--- config.mk ---
export PLATFORM = sky130hd
export DESIGN_NAME = game_ctrl_flat
export DESIGN_NICKNAME = d
export VERILOG_FILES = /design/src/rtl/game_pkg.sv /design/src/rtl/game_ctrl_if.sv /design/src/rtl/game_ctrl_pattern_rom.sv /design/src/rtl/game_ctrl.sv /design/src/flat_wrapper.sv
export SDC_FILE = /design/constraint.sdc
export NUM_CORES = 1
export LEC_CHECK = 0
export BUFFER_PORTS_ARGS = -buffer_cell sky130_fd_sc_hd__buf_2
export CORE_MARGIN = 2
export CORE_UTILIZATION = 25
export CTS_CLUSTER_SIZE = 8
export DETAILED_ROUTE_END_ITERATION = 10
export PLACE_DENSITY = 0.5
export SLEW_MARGIN = 20
export SYNTH_ARGS = -nofsm -noshare
export SYNTH_HDL_FRONTEND = slang
export SYNTH_SLANG_ARGS = --single-unit
--- constraint.sdc ---
create_clock -name clk -period 3 [get_ports clk]
set_input_delay 0.45 -clock clk [delete_from_list [all_inputs] [get_ports clk]]
set_output_delay 0.45 -clock clk [all_outputs]
set_load 0.01 [all_outputs]
--- src/rtl/game_pkg.sv ---
// Shared types and constants for the memory-game controller: state encoding,
// level count and the fixed per-level symbol patterns.
package game_pkg;

    typedef enum logic [2:0] {
        S_IDLE     = 3'd0,
        S_SHOW     = 3'd1,
        S_INPUT    = 3'd2,
        S_LVL_DONE = 3'd3,
        S_WIN      = 3'd4,
        S_LOSE     = 3'd5
    } state_t;

    localparam int NUM_LEVELS = 3;
    localparam int PATTERN_W  = 9;

    // Entry [n] is the pattern for level n; the MSB is shown first.
    localparam logic [NUM_LEVELS-1:0][PATTERN_W-1:0] LEVEL_PATTERNS = {
        9'b111000111,
        9'b110011001,
        9'b101010101
    };

endpackage

--- src/rtl/game_ctrl_if.sv ---
// Player/display-side signal bundle of game_ctrl; the controller is the slave,
// the environment driving start/tick/buttons is the master.
interface game_ctrl_if;

    logic       start;
    logic       tick;
    logic       btn_valid;
    logic       btn_val;
    logic       show_valid;
    logic       show_bit;
    logic [1:0] level;
    logic [1:0] lives;
    logic [7:0] score;
    logic [3:0] pos;
    logic [2:0] state_o;
    logic       win;
    logic       game_over;

    modport master (
        output start, tick, btn_valid, btn_val,
        input  show_valid, show_bit, level, lives, score, pos, state_o, win, game_over
    );

    modport slave (
        input  start, tick, btn_valid, btn_val,
        output show_valid, show_bit, level, lives, score, pos, state_o, win, game_over
    );

endinterface

--- src/rtl/game_ctrl_pattern_rom.sv ---
// Combinational level-to-pattern lookup; unused level codes return all zeros.
module pattern_rom
    import game_pkg::*;
(
    input  logic [1:0]           i_level,
    output logic [PATTERN_W-1:0] o_pattern
);

    assign o_pattern = (i_level < 2'(NUM_LEVELS)) ? LEVEL_PATTERNS[i_level] : '0;

endmodule

--- src/rtl/game_ctrl.sv ---
// Memory-game sequencer: shows a level pattern on ticks, then checks player input.
// Optional per-symbol input timeout is enabled with the GAME_CTRL_TIMEOUT_EN macro.
//
// state    | meaning
// IDLE     | waiting for start after reset
// SHOW     | one pattern symbol displayed per tick
// INPUT    | comparing player entries against the pattern
// LVL_DONE | single-cycle level advance
// WIN/LOSE | terminal, start begins a new game
module game_ctrl
    import game_pkg::*;
#(
    parameter int SEQ_LEN       = 9,
    parameter int MAX_LIVES     = 3,
    parameter int TIMEOUT_TICKS = 16
) (
    input  logic        clk,
    input  logic        reset,
    game_ctrl_if.slave  bus
);

    if (SEQ_LEN < 1 || SEQ_LEN > PATTERN_W || TIMEOUT_TICKS < 1) begin : g_bad_params
        $error("game_ctrl: SEQ_LEN must be 1..9 and TIMEOUT_TICKS at least 1");
    end

    state_t                 r_state;
    state_t                 w_nxt_state;
    logic [1:0]             r_level;
    logic [1:0]             r_lives;
    logic [7:0]             r_score;
    logic [3:0]             r_pos;
    logic                   r_show_valid;
    logic                   r_show_bit;
    logic                   r_win;
    logic                   r_game_over;

    logic [1:0]             w_nxt_level;
    logic [1:0]             w_nxt_lives;
    logic [7:0]             w_nxt_score;
    logic [3:0]             w_nxt_pos;
    logic                   w_nxt_show_valid;
    logic                   w_nxt_show_bit;
    logic                   w_miss;
    logic                   w_timeout;
    logic [PATTERN_W-1:0]   w_pattern;
    logic [3:0]             w_sym_idx;
    logic                   w_exp_sym;
    logic                   w_last_pos;
    logic [7:0]             w_score_inc;

    pattern_rom u_pattern_rom (
        .i_level   (r_level),
        .o_pattern (w_pattern)
    );

    assign w_sym_idx   = 4'(SEQ_LEN - 1) - r_pos;
    assign w_exp_sym   = w_pattern[w_sym_idx];
    assign w_last_pos  = (r_pos == 4'(SEQ_LEN - 1));
    assign w_score_inc = (r_score == 8'hFF) ? r_score : r_score + 8'd1;

`ifdef GAME_CTRL_TIMEOUT_EN
    localparam int TO_W = (TIMEOUT_TICKS > 1) ? $clog2(TIMEOUT_TICKS) : 1;

    // Down-counter of remaining idle ticks; expiry is the tick seen at zero.
    logic [TO_W-1:0] r_to_cnt;

    assign w_timeout = (r_state == S_INPUT) && bus.tick && !bus.btn_valid && (r_to_cnt == '0);

    always_ff @(posedge clk) begin
        if (reset || (r_state != S_INPUT) || bus.btn_valid || w_timeout) begin
            r_to_cnt <= TO_W'(TIMEOUT_TICKS - 1);
        end else if (bus.tick) begin
            r_to_cnt <= r_to_cnt - 1'b1;
        end
    end
`else
    assign w_timeout = 1'b0;
`endif

    always_ff @(posedge clk) begin
        if (reset) begin
            r_state <= S_IDLE;
        end else begin
            r_state <= w_nxt_state;
        end
    end

    always_comb begin
        w_nxt_state      = r_state;
        w_nxt_level      = r_level;
        w_nxt_lives      = r_lives;
        w_nxt_score      = r_score;
        w_nxt_pos        = r_pos;
        w_nxt_show_valid = 1'b0;
        w_nxt_show_bit   = 1'b0;
        w_miss           = 1'b0;

        case (r_state)
            S_IDLE, S_WIN, S_LOSE: begin
                if (bus.start) begin
                    w_nxt_level = 2'd0;
                    w_nxt_lives = 2'(MAX_LIVES);
                    w_nxt_score = 8'd0;
                    w_nxt_pos   = 4'd0;
                    w_nxt_state = S_SHOW;
                end
            end
            S_SHOW: begin
                if (bus.tick) begin
                    w_nxt_show_valid = 1'b1;
                    w_nxt_show_bit   = w_exp_sym;
                    if (w_last_pos) begin
                        w_nxt_pos   = 4'd0;
                        w_nxt_state = S_INPUT;
                    end else begin
                        w_nxt_pos = r_pos + 4'd1;
                    end
                end
            end
            S_INPUT: begin
                // A button wins over a coincident tick, so timeout only fires without one.
                if (bus.btn_valid) begin
                    if (bus.btn_val == w_exp_sym) begin
                        w_nxt_score = w_score_inc;
                        if (w_last_pos) begin
                            w_nxt_state = S_LVL_DONE;
                        end else begin
                            w_nxt_pos = r_pos + 4'd1;
                        end
                    end else begin
                        w_miss = 1'b1;
                    end
                end else if (w_timeout) begin
                    w_miss = 1'b1;
                end

                if (w_miss) begin
                    if (r_lives <= 2'd1) begin
                        w_nxt_lives = 2'd0;
                        w_nxt_state = S_LOSE;
                    end else begin
                        w_nxt_lives = r_lives - 2'd1;
                    end
                end
            end
            S_LVL_DONE: begin
                if (r_level == 2'(NUM_LEVELS - 1)) begin
                    w_nxt_state = S_WIN;
                end else begin
                    w_nxt_level = r_level + 2'd1;
                    w_nxt_pos   = 4'd0;
                    w_nxt_state = S_SHOW;
                end
            end
            default: begin
                w_nxt_state = S_IDLE;
            end
        endcase
    end

    always_ff @(posedge clk) begin
        if (reset) begin
            r_level      <= 2'd0;
            r_lives      <= 2'd0;
            r_score      <= 8'd0;
            r_pos        <= 4'd0;
            r_show_valid <= 1'b0;
            r_show_bit   <= 1'b0;
            r_win        <= 1'b0;
            r_game_over  <= 1'b0;
        end else begin
            r_level      <= w_nxt_level;
            r_lives      <= w_nxt_lives;
            r_score      <= w_nxt_score;
            r_pos        <= w_nxt_pos;
            r_show_valid <= w_nxt_show_valid;
            r_show_bit   <= w_nxt_show_bit;
            r_win        <= (w_nxt_state == S_WIN);
            r_game_over  <= (w_nxt_state == S_LOSE);
        end
    end

    assign bus.show_valid = r_show_valid;
    assign bus.show_bit   = r_show_bit;
    assign bus.level      = r_level;
    assign bus.lives      = r_lives;
    assign bus.score      = r_score;
    assign bus.pos        = r_pos;
    assign bus.state_o    = r_state;
    assign bus.win        = r_win;
    assign bus.game_over  = r_game_over;

endmodule
--- src/flat_wrapper.sv ---
// flat-port wrapper written by rule: the top's interface ports become plain ports
module game_ctrl_flat import game_pkg::*;
#(
    parameter int SEQ_LEN       = 9,
    parameter int MAX_LIVES     = 3,
    parameter int TIMEOUT_TICKS = 16
)
  (clk, reset, bus_start, bus_tick, bus_btn_valid, bus_btn_val, bus_show_valid, bus_show_bit, bus_level, bus_lives, bus_score, bus_pos, bus_state_o, bus_win, bus_game_over);
  game_ctrl_if bus_i ();
  input  logic clk;
  input  logic reset;
  input wire logic [$bits(bus_i.start)-1:0] bus_start;
  input wire logic [$bits(bus_i.tick)-1:0] bus_tick;
  input wire logic [$bits(bus_i.btn_valid)-1:0] bus_btn_valid;
  input wire logic [$bits(bus_i.btn_val)-1:0] bus_btn_val;
  output wire logic [$bits(bus_i.show_valid)-1:0] bus_show_valid;
  output wire logic [$bits(bus_i.show_bit)-1:0] bus_show_bit;
  output wire logic [$bits(bus_i.level)-1:0] bus_level;
  output wire logic [$bits(bus_i.lives)-1:0] bus_lives;
  output wire logic [$bits(bus_i.score)-1:0] bus_score;
  output wire logic [$bits(bus_i.pos)-1:0] bus_pos;
  output wire logic [$bits(bus_i.state_o)-1:0] bus_state_o;
  output wire logic [$bits(bus_i.win)-1:0] bus_win;
  output wire logic [$bits(bus_i.game_over)-1:0] bus_game_over;
  assign bus_i.start = bus_start;
  assign bus_i.tick = bus_tick;
  assign bus_i.btn_valid = bus_btn_valid;
  assign bus_i.btn_val = bus_btn_val;
  assign bus_show_valid = bus_i.show_valid;
  assign bus_show_bit = bus_i.show_bit;
  assign bus_level = bus_i.level;
  assign bus_lives = bus_i.lives;
  assign bus_score = bus_i.score;
  assign bus_pos = bus_i.pos;
  assign bus_state_o = bus_i.state_o;
  assign bus_win = bus_i.win;
  assign bus_game_over = bus_i.game_over;
  game_ctrl #(.SEQ_LEN(SEQ_LEN), .MAX_LIVES(MAX_LIVES), .TIMEOUT_TICKS(TIMEOUT_TICKS)) u_core (.clk(clk), .reset(reset), .bus(bus_i));
endmodule
==> flow_metrics.tcl <==
set metrics [dict create \
    start_util_pct 25.68 \
    grt_pass1_vias 1247 \
    synthesis.nets 195 \
    cts_hold_buf 0 \
    grt_pass1_wl_um 6113 \
    vias_per_cell 4.930 \
    cp_max_fo 7 \
    diodes 0 \
    endpoint_kind "register" \
    yosysMostFrequentCell "dfxtp_1" \
    core_mm2 0.005851 \
    netSwitchingFraction_pct 29.61 \
    post_cts_buffers 0 \
    synth-adder-area-share_pct 5.828 \
    required_ps 3200 \
    cts_htree_levels 1 \
    clk_pin_slew_ps 100 \
    synthSimpleGateAreaFrac_pct 31.22 \
    p_leak_nw 0.7072 \
    totalPowerFinal_mw 0.6353 \
    cts_tree "yes" \
    synth-xor-area-share_pct 4.496 \
    yosys-top-cells-area "dfxtp_1 31%, ha_1 5.8%, nor2_1 4.0%" \
    die_w_um 81.53 \
    synth_area_per_cell_um2 8.257 \
    antenna_found_initial 0 \
    ctsLongestPathBuffers 2 \
    p_per_area_mw_per_mm2 358.6 \
    sequentialPowerShare_pct 50.3 \
    setup_viol 0 \
    netlist_area_mm2 0.001503 \
    synthCells 182 \
    wl_um 3694 \
    overflow 0 \
    cts_inserted_buffers 3 \
    dieArea_mm2 0.006647 \
    hold_violations 0 \
    clockPowerShare_pct 32.6 \
    combPwrFrac_pct 17.1 \
    fin_skew_ps 5.527 \
    synth_compound_area_share_pct 20.57 \
    grt_use_met3_pct 0.9890 \
    slew_viol_final 0 \
    ys_seq_area_share_pct 30.64 \
    vias 1405 \
    cts-root-buf "clkbuf_8" \
    critical_path_arrival_ps 2950 \
    maxCapViolCount 0 \
    drive_above_1_share_pct 23.81 \
    ir_drop_uv 164.4 \
    grt_util_all_layers_pct 11.59 \
    drcViolationCount 0 \
    cts.sinks 23 \
    busiest_layer "met2" \
    grt_max_degree 20 \
    met1_usage_pct 17.19 \
    port_buffers 28 \
    synth_flop_cell "dfxtp_1" \
    fp.dieH_um 81.53 \
    synth_top_area_share_pct 30.64 \
    yosys_warnings 0 \
    holdCritPathClass "input pin to register" \
    crit_type "register to register" \
    dr.pass1.iters 4 \
    synth_mux_area_share_pct 2.998 \
    clk_latency_ps 270 \
    synthTopCellsByCount "23 x dfxtp_1, 16 x nor2_1, 12 x nand2_1" \
    gp_congestion 0.7458 \
    grt_use_met2_pct 17.87 \
    multi_input_area_um2 978.4 \
    switchingPower_mw 0.1881 \
    tns_ps 0 \
    wl_per_cell_um 12.96 \
    area_growth_pct 17.90 \
    async_flop_share_pct 0 \
    rsz0062_at_grt "no" \
    ant_nets 0 \
    min_period_ps 2754 \
    synth.distinct_cells 53 \
    synth_top_family_by_area "simple AND/OR/NAND/NOR gates" \
    place_hpwl_um 2763 \
    reg2reg_slack_ps 250 \
    drt_iter0_drc 133 \
    n_fill_cell 643 \
    fmax_ghz 0.3632 \
    final_nets 224 \
    fin_hold_ws_ps 488.8 \
    worst-slew-pin-transition_ps 499.6 \
    synth_edf_count 0 \
    status "complete, no violations" \
    register_area_um2 460.4 \
    worstSetupStartpointType "register" \
    maxSlewHeadroom_pct 66.65 \
    yosys_register_bits 23 \
    cts.repair.resized 0 \
    synth_area_leader_cell "dfxtp_1" \
    placementRows 28 \
    boundaryPins 29 \
    finalCritPeriodShare_pct 91.79 \
    p_int_mw 0.4472 \
]
[power by group through the flow]
stage | clock (mW) | combinational [mW] | sequential [mW]
floorplan | 0 | 0.0762 | 0.327
global route | 0.226 | 0.121 | 0.321
finish | 0.207 | 0.109 | 0.320
CTS | 0.213 | 0.109 | 0.320
detailed placement | 0 | 0.108 | 0.327
global placement | 0 | 0.108 | 0.326
[layout by cell type (no fill, tap or decap), types with 2 or more instances in the layout]
cell type and n:
a21o_1 2, a21oi_1 11, a22oi_1 3, a31oi_1 4
and3_1 2, buf_2 28, buf_4 3, clkbuf_8 3
dfxtp_1 23, ha_1 7, inv_1 8, mux2i_1 3
nand2_1 12, nand2b_1 4, nand3_1 6, nand3b_1 2
nand4_1 6, nor2_1 16, nor2b_1 3, nor3_1 2
nor3b_1 4, o21ai_0 10, o21ai_1 2, o31ai_1 4
or2_2 2, or3_1 8, or4_1 2, or4b_2 2
xor2_1 3
[final cells by class]
cell class	instances	share of cell area (%)
Multi-Input combinational cell	144	55.23
Tap cell	75	5.297
Sequential cell	23	25.99
Timing Repair Buffer	31	9.181
Inverter	8	1.695
Clock buffer	3	2.331
Clock inverter	1	0.2825
[stage by stage]
stage / utilization [%] / setup WS (ps) / cell area (um2) / cells
final: 30.28 / 246.4 / 1772 / 285
after global routing: 30.28 / 97.44 / 1772 / 285
after CTS: 30.28 / 258.7 / 1772 / 285
after detailed placement: 29.49 / 296.0 / 1725 / 281
after global placement: 29.49 / 387.0 / 1725 / 281
after floorplan: - / 402.9 / 1503 / 182
[path summary, 6_finish.rpt]
path                                                        from                               end  cells after the start
worst max-delay path            u_core.bus.level[1]$_SDFFE_PP0P_  u_core.bus.lives[0]$_SDFFE_PP0P_                      9
worst min-delay path                                    bus_tick  u_core.bus.state_o[1]$_SDFF_PP0_                      3
worst max register to register  u_core.bus.level[1]$_SDFFE_PP0P_  u_core.bus.lives[0]$_SDFFE_PP0P_                      9
worst min register to register  u_core.bus.score[5]$_SDFFE_PP0P_  u_core.bus.score[5]$_SDFFE_PP0P_                      2
[per-layer routing]
| layer | routed length [um] | share of wire, % |
|---|---|---|
| met5 | 0 | 0 |
| met4 | 44 | 1.2 |
| met3 | 119 | 3.2 |
| met2 | 1605 | 43 |
| met1 | 1924 | 52 |
[kinds of logic (layout without fill, tap and decap cells)]
| logic type | count (synthesis) | count (layout) |
|---|---|---|
| mux | 4 | 4 |
| flops | 23 | 23 |
| fa+ha+maj | 7 | 7 |
| xor+xnor | 6 | 6 |
| buf+inv | 15 | 43 |
| compound gates | 47 | 47 |
| simple gates | 80 | 80 |
[critical path: stages (launching register included)]
cell,delay [ps]
dfxtp_1,480
inv_1,100
ha_1,300
nand2_1,70
o31ai_1,80
a211o_1,320
a31oi_1,330
mux2_4,360
or4b_1,460
a31oi_1,190
[registers in the layout (all words and copies together), names as in the netlist]
register	flops
u_core.bus.score	8
u_core.bus.pos	4
u_core.bus.state_o	3
u_core.bus.level	2
u_core.bus.lives	2
u_core.bus.game_over	1
u_core.bus.show_bit	1
u_core.bus.show_valid	1
u_core.bus.win	1
Note: power is estimated with default switching activity, not from simulation.
